==> src/rtl/sq_iter_if.sv <==
// Host <-> squaring-loop sequencer handshake bundle.
// Host drives start/abort/count; sequencer drives stage enables and status.
interface sq_iter_if #(
  parameter int ITER_W = 64
);
  logic              start;
  logic              abort;
  logic [ITER_W-1:0] iter_count;
  logic              load_en;
  logic              sq_en;
  logic              red_en;
  logic              acc_en;
  logic              busy;
  logic              done;
  logic [ITER_W-1:0] iters_left;

  modport master (
    output start, abort, iter_count,
    input  load_en, sq_en, red_en, acc_en,
    input  busy, done, iters_left
  );

  modport slave (
    input  start, abort, iter_count,
    output load_en, sq_en, red_en, acc_en,
    output busy, done, iters_left
  );
endinterface

==> src/rtl/sq_iter_ctrl.sv <==
// Repeated-modular-squaring sequencer: load, then T x (square, reduce,
// accumulate), then a one-cycle done pulse. All outputs are registered.
module sq_iter_ctrl #(
  parameter int ITER_W  = 64,
  parameter int SQ_LAT  = 2,
  parameter int RED_LAT = 2
) (
  input logic     clk,
  input logic     rst_n,
  sq_iter_if.slave bus
);

  localparam int MAXL = (SQ_LAT > RED_LAT) ? SQ_LAT : RED_LAT;
  localparam int PH_W = $clog2(MAXL + 1);

  typedef enum logic [2:0] {
    IDLE, LOAD, SQ, RED, ACC, DONE
  } state_t;

  state_t            state;
  logic [PH_W-1:0]   ph;
  logic              load_en;
  logic              sq_en;
  logic              red_en;
  logic              acc_en;
  logic              busy;
  logic              done;
  logic [ITER_W-1:0] iters_left;

  // Outputs are set together with the state they belong to.
  always_ff @(posedge clk or negedge rst_n) begin
    if (!rst_n) begin
      state      <= IDLE;
      ph         <= '0;
      load_en    <= 1'b0;
      sq_en      <= 1'b0;
      red_en     <= 1'b0;
      acc_en     <= 1'b0;
      busy       <= 1'b0;
      done       <= 1'b0;
      iters_left <= '0;
    end else begin
      load_en <= 1'b0;
      sq_en   <= 1'b0;
      red_en  <= 1'b0;
      acc_en  <= 1'b0;
      busy    <= 1'b0;
      done    <= 1'b0;
      if (bus.abort) begin
        state      <= IDLE;
        ph         <= '0;
        iters_left <= '0;
      end else begin
        unique case (state)
          IDLE, DONE: begin
            if (bus.start) begin
              state      <= LOAD;
              load_en    <= 1'b1;
              busy       <= 1'b1;
              iters_left <= bus.iter_count;
            end else begin
              state      <= IDLE;
              iters_left <= '0;
            end
          end
          LOAD: begin
            ph <= '0;
            if (iters_left == '0) begin
              state <= DONE;
              done  <= 1'b1;
            end else begin
              state <= SQ;
              sq_en <= 1'b1;
              busy  <= 1'b1;
            end
          end
          SQ: begin
            busy <= 1'b1;
            if (ph == PH_W'(SQ_LAT - 1)) begin
              state  <= RED;
              ph     <= '0;
              red_en <= 1'b1;
            end else begin
              ph    <= ph + PH_W'(1);
              sq_en <= 1'b1;
            end
          end
          RED: begin
            busy <= 1'b1;
            if (ph == PH_W'(RED_LAT - 1)) begin
              state  <= ACC;
              ph     <= '0;
              acc_en <= 1'b1;
            end else begin
              ph     <= ph + PH_W'(1);
              red_en <= 1'b1;
            end
          end
          ACC: begin
            if (iters_left != '0)
              iters_left <= iters_left - ITER_W'(1);
            ph <= '0;
            if (iters_left == ITER_W'(1)) begin
              state <= DONE;
              done  <= 1'b1;
            end else begin
              state <= SQ;
              sq_en <= 1'b1;
              busy  <= 1'b1;
            end
          end
          default: begin
            state      <= IDLE;
            iters_left <= '0;
          end
        endcase
      end
    end
  end

  assign bus.load_en    = load_en;
  assign bus.sq_en      = sq_en;
  assign bus.red_en     = red_en;
  assign bus.acc_en     = acc_en;
  assign bus.busy       = busy;
  assign bus.done       = done;
  assign bus.iters_left = iters_left;

endmodule

==> src/flat_wrapper.sv <==
// flat-port wrapper written by rule: the top's interface ports become plain ports
module sq_iter_ctrl_flat 
#(
  parameter int ITER_W  = 64,
  parameter int SQ_LAT  = 2,
  parameter int RED_LAT = 2
)
  (clk, rst_n, bus_start, bus_abort, bus_iter_count, bus_load_en, bus_sq_en, bus_red_en, bus_acc_en, bus_busy, bus_done, bus_iters_left);
  sq_iter_if #(.ITER_W(ITER_W)) bus_i ();
  input logic clk;
  input logic rst_n;
  input wire logic [$bits(bus_i.start)-1:0] bus_start;
  input wire logic [$bits(bus_i.abort)-1:0] bus_abort;
  input wire logic [$bits(bus_i.iter_count)-1:0] bus_iter_count;
  output wire logic [$bits(bus_i.load_en)-1:0] bus_load_en;
  output wire logic [$bits(bus_i.sq_en)-1:0] bus_sq_en;
  output wire logic [$bits(bus_i.red_en)-1:0] bus_red_en;
  output wire logic [$bits(bus_i.acc_en)-1:0] bus_acc_en;
  output wire logic [$bits(bus_i.busy)-1:0] bus_busy;
  output wire logic [$bits(bus_i.done)-1:0] bus_done;
  output wire logic [$bits(bus_i.iters_left)-1:0] bus_iters_left;
  assign bus_i.start = bus_start;
  assign bus_i.abort = bus_abort;
  assign bus_i.iter_count = bus_iter_count;
  assign bus_load_en = bus_i.load_en;
  assign bus_sq_en = bus_i.sq_en;
  assign bus_red_en = bus_i.red_en;
  assign bus_acc_en = bus_i.acc_en;
  assign bus_busy = bus_i.busy;
  assign bus_done = bus_i.done;
  assign bus_iters_left = bus_i.iters_left;
  sq_iter_ctrl #(.ITER_W(ITER_W), .SQ_LAT(SQ_LAT), .RED_LAT(RED_LAT)) u_core (.clk(clk), .rst_n(rst_n), .bus(bus_i));
endmodule
==> config.mk <==
export PLATFORM = sky130hd
export DESIGN_NAME = sq_iter_ctrl_flat
export DESIGN_NICKNAME = d
export VERILOG_FILES = /design/src/rtl/sq_iter_if.sv /design/src/rtl/sq_iter_ctrl.sv /design/src/flat_wrapper.sv
export SDC_FILE = /design/constraint.sdc
export NUM_CORES = 1
export LEC_CHECK = 0
export CAP_MARGIN = 20
export CORE_MARGIN = 10
export CORE_UTILIZATION = 51
export CTS_BUF_LIST = sky130_fd_sc_hd__clkbuf_16
export DETAILED_ROUTE_END_ITERATION = 12
export PLACE_DENSITY = 0.89
export SLEW_MARGIN = 40
export SYNTH_ARGS = -nofsm -noshare
export SYNTH_HDL_FRONTEND = slang
export SYNTH_SLANG_ARGS = --single-unit
export TNS_END_PERCENT = 1
==> constraint.sdc <==
create_clock -name clk -period 5.8 [get_ports clk]
set_input_delay 1.74 -clock clk [delete_from_list [all_inputs] [get_ports clk]]
set_output_delay 1.74 -clock clk [all_outputs]
set_load 0.05 [all_outputs]
# After elaboration in Yosys (flattened, before gate mapping)
# Cells that the tools add are included.
dict set report op_classes {
  n_eq_ne 11
  bitwise 0
  shift 0
  n_div 0
  n_addsub 2
  multipliers 0
  magnitude_cmp 0
  n_reduce_logical 10
  n_mux 33
}
# op count
set op_table {}
lappend op_table {{64-bit 2-to-1 mux} 3}
lappend op_table {{64-bit case mux with 3 select lines} 1}
lappend op_table {{64-bit by 1-bit == test with 1-bit output, second input constant} 1}
lappend op_table {{64-bit zero test} 1}
lappend op_table {{64-bit nonzero test} 1}
lappend op_table {{64-bit by 1-bit subtractor with 64-bit output, second input constant} 1}
lappend op_table {{1-bit 2-to-1 mux} 16}
lappend op_table {{3-bit 2-to-1 mux} 5}
lappend op_table {{3-bit case mux with 5 select lines} 1}
lappend op_table {{3-bit by 2-bit inequality test with 1-bit output, second input constant} 3}
lappend op_table {{3-bit by 2-bit == test with 1-bit output, second input constant} 2}
lappend op_table {{3-bit == test, second input constant} 2}
lappend op_table {{2-bit OR reduction} 3}
lappend op_table {{2-bit 2-to-1 mux} 2}
lappend op_table {{1-bit case mux with 2 select lines} 2}
lappend op_table {{1-bit case mux with 4 select lines} 1}
lappend op_table {{2-bit case mux with 2 select lines} 1}
lappend op_table {{2-bit AND reduction} 2}
lappend op_table {{3-bit by 1-bit == test with 1-bit output, second input constant} 1}
lappend op_table {{3-bit zero test} 1}
lappend op_table {{1-bit case mux with 3 select lines} 1}
lappend op_table {{3-bit nonzero test} 1}
lappend op_table {{3-bit OR reduction} 1}
lappend op_table {{2-bit by 1-bit adder with 2-bit output, second input constant} 1}
lappend op_table {{other kinds (2)} 2}
dict set report totals {
  rom_bits 0
  latch_bits 0
  out_inout_bits 70
  ramBits 0
  register_bits 75
  n_memories 0
}

# Depth between registers and ports, before layout
# Gate-level depths: netlist of the first run.
dict set report depth {
  word_depth 4
  mapped_depth 10
}

# Least setup slack after synthesis of the first run
# OpenSTA, ideal clock, no wires.
dict set report synth_path {
  path_type {input port to flip-flop}
  start {input port bus_start}
  end {register u_core.busy (netlist: u_core.bus.busy)}
  slack_ps 2728
  required_ps 5696
  path_buffers 1
  setup_time_ps 104
  arrival_ps 2968
  stages 5
  cell_sequence {nand2b_1 -> nor3_1 -> clkbuf_1 -> nor2_1 -> a221oi_1}
}
dict set report synth_via {
  elab_chain_cells 3
}
# item line
set synth_rtl {}
lappend synth_rtl {{start, declared} flat_wrapper.sv:12} ;# input wire logic [$bits(bus_i.start)-1:0] bus_start;
lappend synth_rtl {{1-bit 2-to-1 mux} sq_iter_ctrl.sv:56} ;# if (bus.start) begin
lappend synth_rtl {{1-bit case mux with 4 select lines} sq_iter_ctrl.sv:54} ;# unique case (state)
lappend synth_rtl {{1-bit 2-to-1 mux} sq_iter_ctrl.sv:49} ;# if (bus.abort) begin
lappend synth_rtl {{end signal, assigned} sq_iter_ctrl.sv:47} ;# busy <= 1'b0;
lappend synth_rtl {{end signal, assigned} sq_iter_ctrl.sv:59} ;# busy <= 1'b1;
lappend synth_rtl {{end signal, assigned} sq_iter_ctrl.sv:74} ;# busy <= 1'b1;
lappend synth_rtl {{end, declared} sq_iter_ctrl.sv:26} ;# logic busy;
# No other way between the ends.
# A chain may end at the register's enable or synchronous reset.

# Final worst setup path of the first run
dict set report layout_path {
  start {input port bus_abort}
  end {register u_core.iters_left[15] (netlist: u_core.bus.iters_left[15])}
}
dict set report layout_via {
  elab_chain_cells 2
}
# item line
set layout_rtl {}
lappend layout_rtl {{start, declared} flat_wrapper.sv:13} ;# input wire logic [$bits(bus_i.abort)-1:0] bus_abort;
lappend layout_rtl {{3-bit by 2-bit inequality test with 1-bit output (no source line) or 2-bit by 1-bit inequality test with 1-bit output (tied branches)} -}
lappend layout_rtl {{2-bit AND reduction (no source line)} -}
lappend layout_rtl {{end signal, assigned} sq_iter_ctrl.sv:60} ;# iters_left <= bus.iter_count;
lappend layout_rtl {{end signal, assigned} sq_iter_ctrl.sv:101} ;# iters_left <= iters_left - ITER_W'(1);
lappend layout_rtl {{end, declared} sq_iter_ctrl.sv:28} ;# logic [ITER_W-1:0] iters_left;
# Several ways; a longest one is shown, not always the timed one.

==> results of run 1 <==
## registers in the layout, summed over array words and instances, names as in the netlist
signal	count
u_core.bus.acc_en	1
u_core.bus.busy	1
u_core.bus.done	1
u_core.bus.iters_left	64
u_core.bus.load_en	1
u_core.bus.red_en	1
u_core.bus.sq_en	1
u_core.ph	2
u_core.state	3
## stage by stage
step	instance area [um^2]	worst slack (ns)	hold WS (ns)	cells
after floorplan	4870	2.73	0.487	585
after global placement	6300	1.67	0.509	815
after detailed placement	6320	1.75	0.511	815
after CTS	6620	2.10	0.526	831
after global routing	6630	1.85	0.555	831
final	6630	1.97	0.522	831
## worst max-delay path: stages
cell and delay [ns]:
clkdlybuf4s50_1 0.77, nor4_1 0.18, a21oi_1 0.63, buf_4 0.39
o21ai_0 0.17, o2bb2ai_1 0.16
## path summary, 6_finish.rpt
check	to	slack [ns]
min in group asynchronous	u_core.bus.iters_left[38]	1.36
worst min-delay path	u_core.ph[1]	0.52
worst max-delay path	u_core.bus.iters_left[15]	1.97
max in group asynchronous	u_core.bus.iters_left[54]	3.52
worst max register to register	u_core.bus.iters_left[42]	2.39
worst min register to register	u_core.ph[1]	0.52
## final cells by class
cell class	instances	area, um^2
Clock inverter	7	76.3
Clock buffer	9	225
Multi-Input combinational cell	446	2770
Timing Repair Buffer	147	1440
Inverter	18	67.6
Sequential cell	75	1880
Tap cell	129	161
Fill cell	752	2660
## cells by family (layout without fill, tap and decap cells)
kind of cell | Yosys count | after routing | synth area share [%]
xor+xnor | 8 | 8 | 1.44
compound gates | 200 | 200 | 27.4
simple gates | 235 | 235 | 26.6
mux | 1 | 1 | 0.231
buf+inv | 64 | 181 | 5.24
fa+ha+maj | 2 | 2 | 0.513
flops | 75 | 75 | 38.5
## synthesized netlist by cell type, types with 7 or more instances
cell type and number:
nor2_1 35, nor3_1 34, o22ai_1 12, buf_2 12
o21ai_0 52, nand2_1 54, a32oi_1 13, dfrtp_1 75
nand3_1 12, nand4_1 7, inv_1 18, or4_1 13
a21oi_1 39, or3_1 10, o2bb2ai_1 22, a22oi_1 22
nor4_1 33, clkbuf_1 33
## power groups by stage
stage	Clock, mW	Combinational [mW]	Sequential, mW
6_report	0.582	0.691	0.611
5_1_grt	0.599	0.736	0.617
4_1_cts	0.573	0.679	0.609
3_5_place_dp	0	0.674	0.618
3_3_place_gp	0	0.662	0.615
2_1_floorplan	0	0.346	0.709
## metal layers
layer	share of wire [%]	up-vias	wire, um
met5	0	-	0
met4	3.8	0	702
met3	11	75	2090
met2	47	432	8710
met1	38	2626	7000
li1	-	2475	-
==> flow_summary_export.csv, run 1 <==
group,metric,value,unit
logic_synthesis,synth_top_area_share,38.5,%
drt,drc,0,
drt,ant_nets,0,
cells_and_area,final_util,71.4,%
setup_path,arrival,4.04,ns
die,die_area,13900,um^2
setup_path,crit_type,"input pin to flip-flop",
drt,wl_per_cell,22.3,um
pwr,p_seq_share,32.4,%
clock_network,htree_levels,3,
placement,dp_hpwl,13000,um
logic_synthesis,yosys-top-cells-area,"dfrtp_1, o21ai_0, nor4_1",
placement,place_congestion,0.919,
pwr,total_power,1.88,mW
cells_and_area,diodes,0,
pwr,netSwitchingPower,0.757,mW
sta,setup_viol,0,
sta,slew_violations,0,
logic_synthesis,syn_nets,655,
worst_hold_path,whs_path_depth,1,
setup_path,end_kind,"flip-flop",
cells_and_area,final_common_cell,"clkdlybuf4s50_1",
cells_and_area,layout-drive-gt1-share,6.98,%
clock_network,numCtsBuffers,9,
clock_network,cts_setup_buffers,0,
pwr,p_int,1.13,mW
logic_synthesis,synth_cells,585,
drt,dr.first_iter.drc_count,767,
worst_hold_path,min_path_type,"flip-flop to flip-flop",
die,rows,35,
sta,hold_violations,0,
logic_synthesis,synth_area_per_cell,8.33,um^2
die,chipHeight,118,um
clock_network,clkSinkCount,75,
die,fp.dieW,118,um
setup_path,worstPathMaxFanout,22,
cells_and_area,layout_common_cells,"clkdlybuf4s50_1, dfrtp_1, nand2_1",
sta,maxSlewHeadroom,44.3,%
global_routing,grtUsageMet2,41.4,%
logic_synthesis,synth_async_sr_flop_share,100,%
pwr,power.share.clock,30.9,%
pwr,p_leak,2.62,nW
clock_network,cts_resized,0,
sta,fmax,261,MHz
global_routing,grt_pass1_vias,5594,
setup_path,reg2reg_from,"u_core.bus.iters_left[0]",
logic_synthesis,synth_edf_count,0,
global_routing,grt_pass1_wl,29500,um
pwr,sw_frac_of_total,40.2,%
status,status,"finished clean",
clock_network,cts_buffer_depth,2,
sta,rsz0062_at_grt,"no",
global_routing,grt_util_met1,30.9,%
sta,worst_slew_pin_slew,0.828,ns
drt,avgViaCountPerCell,6.75,
sta,final.min_clock_period,3.83,ns
clock_network,ctsHoldBuffers,0,
drt,vias,5608,
setup_path,cp.required,6.01,ns
cells_and_area,layout.nets,767,
clock_network,clk_pin_slew,0.06,ns
drt,drt_first_pass_iters,5,
clock_network,insertion_delay,0.35,ns
global_routing,grt_max_degree,55,
setup_path,ff2ff_path_depth,8,
setup_path,cp-startpoint,"bus_abort",
pwr,p_per_area,284,nW/um^2
logic_synthesis,synth_top_cell_by_area,"dfrtp_1",
logic_synthesis,synth_area,4870,um^2
clock_network,cts_root_buffer,"clkbuf_16",
die,io-pin-count,138,
cells_and_area,synthToLayoutAreaGrowth,35.9,%
die,initial_core_util,52.5,%
sta,clock_skew,0.00801,ns
drt,wl,18500,um
logic_synthesis,yosys_register_bits,75,
flow_run,maxCapViolCount,0,
pwr,ir_worst_vdd,161,uV
logic_synthesis,ys_types,57,
global_routing,grt_busiest_layer,"met2",
pwr,comb_power_share,36.7,%
sta,tns,0,ns
clock_network,cts_tree,"done",
die,core_area,9280,um^2
logic_synthesis,yosysWarningCount,0,
worst_hold_path,hold_start,"u_core.ph[1]",
placement,port_buffers,137,
global_routing,grt_usage,25.6,%
logic_synthesis,yosysSeqAreaShare,38.5,%
global_routing,grt_use_met3,6.67,%
global_routing,overflow,0,
setup_path,start_kind,"input pin",
sta,finalCritPeriodShare,66.1,%
global_routing,antenna_found_initial,0,
logic_synthesis,synth_ff_type,"dfrtp_1",
Power figures use the tool's default switching activity.
==> run 2, diff against run 1 <==
Settings changed: CORE_UTILIZATION 51 to 44, PLACE_DENSITY 0.89 to 0.82.
Clock period 5.8 ns to 3.3 ns, I/O delays scaled along.
==> run 2 against run 1 <==
Core utilization shrank 8.5 points; register-to-register slack worse by 2.1 ns; die area is 13% higher; non-clock buffer count rose by 19; clock skew down 0.0013 ns; sequential power grew 75%; cell area rose by 2.9%; global-route usage is 2.9 points lower; flip-flop and latch count stayed put; largest power group unchanged.
==> flow_summary_export.csv, run 2 (synthesis results as in run 1) <==
group,metric,value,unit
placement,place_area,6480,um^2
pwr,p_leak,2.74,nW
setup_path,start_kind,"flip-flop",
clock_network,cts_resized,0,
setup_path,end_kind,"flip-flop",
clock_network,cts_buffer_depth,2,
setup_path,arrival,3.21,ns
pwr,sw_frac_of_total,37.2,%
die,die_area,15700,um^2
cells_and_area,diodes,0,
pwr,netSwitchingPower,1.28,mW
clock_network,cts_tree,"done",
clock_network,htree_levels,3,
drt,met1_length,7250,um
cells_and_area,multi_input_area,2760,um^2
drt,drc,0,
pwr,power.share.clock,32.2,%
global_routing,grt_usage,22.7,%
drt,drt_first_pass_iters,5,
setup_path,worstPathMaxFanout,10,
drt,avgViaCountPerCell,6.44,
cells_and_area,regArea,1880,um^2
die,io-pin-count,138,
global_routing,antenna_found_initial,0,
drt,topRoutingLayerUsed,"met4",
sta,worst_slew_pin_slew,0.674,ns
setup_path,cp.required,3.52,ns
cells_and_area,stdcell_area,6820,um^2
sta,final.min_clock_period,2.99,ns
worst_hold_path,whs_path_depth,1,
global_routing,overflow,0,
sta,fmax,334,MHz
drt,ant_nets,0,
cells_and_area,reg_top3,"u_core.bus.iters_left: 64 flops, u_core.state: 3 flops, u_core.ph: 2 flops",
sta,setup_viol,0,
clock_network,cts_setup_buffers,0,
drt,wl_per_cell,21.3,um
clock_network,clk_pin_slew,0.06,ns
global_routing,grt_pass1_wl,30000,um
drt,dr.first_iter.drc_count,673,
sta,tns,0,ns
setup_path,crit_type,"flip-flop to flip-flop",
worst_hold_path,min_path_type,"flip-flop to flip-flop",
cells_and_area,layout_common_cells,"clkdlybuf4s50_1, dfrtp_1, nand2_1",
setup_path,ff2ff_path_depth,6,
die,fp.dieW,125,um
cells_and_area,final_common_cell,"clkdlybuf4s50_1",
placement,placed_cells,845,
global_routing,grt_max_degree,76,
pwr,p_seq_share,31.1,%
global_routing,grt_pass1_vias,5702,
clock_network,insertion_delay,0.34,ns
placement,dp_hpwl,13300,um
sta,slew_violations,0,
flow_run,maxCapViolCount,0,
clock_network,ctsHoldBuffers,0,
placement,port_buffers,137,
sta,rsz0062_at_grt,"no",
pwr,p_per_area,506,nW/um^2
clock_network,clkSinkCount,75,
drt,wl,18400,um
sta,clock_skew,0.00668,ns
die,rows,38,
drt,wl_met3,1830,um
cells_and_area,largest_reg_flops,64,
status,status,"finished clean",
pwr,total_power,3.45,mW
cells_and_area,synthToLayoutAreaGrowth,39.9,%
cells_and_area,layout.nets,786,
cells_and_area,nFillCells,913,
cells_and_area,top_register,"u_core.bus.iters_left",
cells_and_area,final_cells,861,
sta,finalCritPeriodShare,90.7,%
pwr,p_int,2.17,mW
clock_network,numCtsBuffers,9,
die,chipHeight,125,um
pwr,ir_worst_vdd,287,uV
pwr,comb_power_share,36.7,%
die,initial_core_util,45.0,%
die,core_area,10800,um^2
sta,maxSlewHeadroom,54.7,%
cells_and_area,layout-drive-gt1-share,8.74,%
placement,place_congestion,0.954,
drt,vias,5548,
clock_network,cts_root_buffer,"clkbuf_16",
sta,hold_violations,0,
drt,route.met2.wl,8600,um
-- run 2: cell type report --
type / count / area share (%)
multi-input combinational: 446 / 40.4
sequential: 75 / 27.5
timing repair buffer: 166 / 23.6
clock buffer: 9 / 3.30
tap: 140 / 2.57
clock inverter: 7 / 1.56
inverter: 18 / 0.991
-- run 2: path summary, 6_finish.rpt --
check / startpoint / to / slack (ns)
min in group asynchronous: rst_n / u_core.bus.iters_left[58] / 0.67
max reg2reg: u_core.bus.iters_left[30] / u_core.bus.iters_left[57] / 0.31
min: u_core.ph[1] / u_core.ph[1] / 0.52
min reg2reg: u_core.ph[1] / u_core.ph[1] / 0.52
max in group asynchronous: rst_n / u_core.bus.iters_left[21] / 2.30
max: u_core.bus.iters_left[30] / u_core.bus.iters_left[57] / 0.31
-- run 2: worst max-delay path: stages (launching register included) --
cell and delay (ns):
dfrtp_1 0.41, or4_1 0.68, or4_4 0.61, nor4_4 0.46
nand2_1 0.18, o211a_1 0.26, a221o_1 0.27
-- run 2: through the flow --
stage	hold slack (ns)	setup slack (ns)	utilization, %
after floorplan	0.487	0.362	-
after global placement	0.507	0.470	59.8
after detailed placement	0.509	0.399	59.8
after CTS	0.525	0.352	62.9
after global routing	0.538	0.179	62.9
final	0.524	0.308	62.9
-- run 2: per-layer routing --
layer | vias to the layer above | GRT usage, %
met5 | - | 0
met4 | 0 | 12.0
met3 | 61 | 5.75
met2 | 361 | 36.7
met1 | 2609 | 27.4
li1 | 2517 | -
-- run 2: power groups by stage --
| stage | clock, mW | combinational (mW) | sequential, mW |
|---|---|---|---|
| 2_1_floorplan | 0 | 0.608 | 1.25 |
| 3_3_place_gp | 0 | 1.23 | 1.08 |
| 3_5_place_dp | 0 | 1.24 | 1.08 |
| 4_1_cts | 1.12 | 1.25 | 1.07 |
| 5_1_grt | 1.16 | 1.36 | 1.08 |
| 6_report | 1.11 | 1.27 | 1.07 |
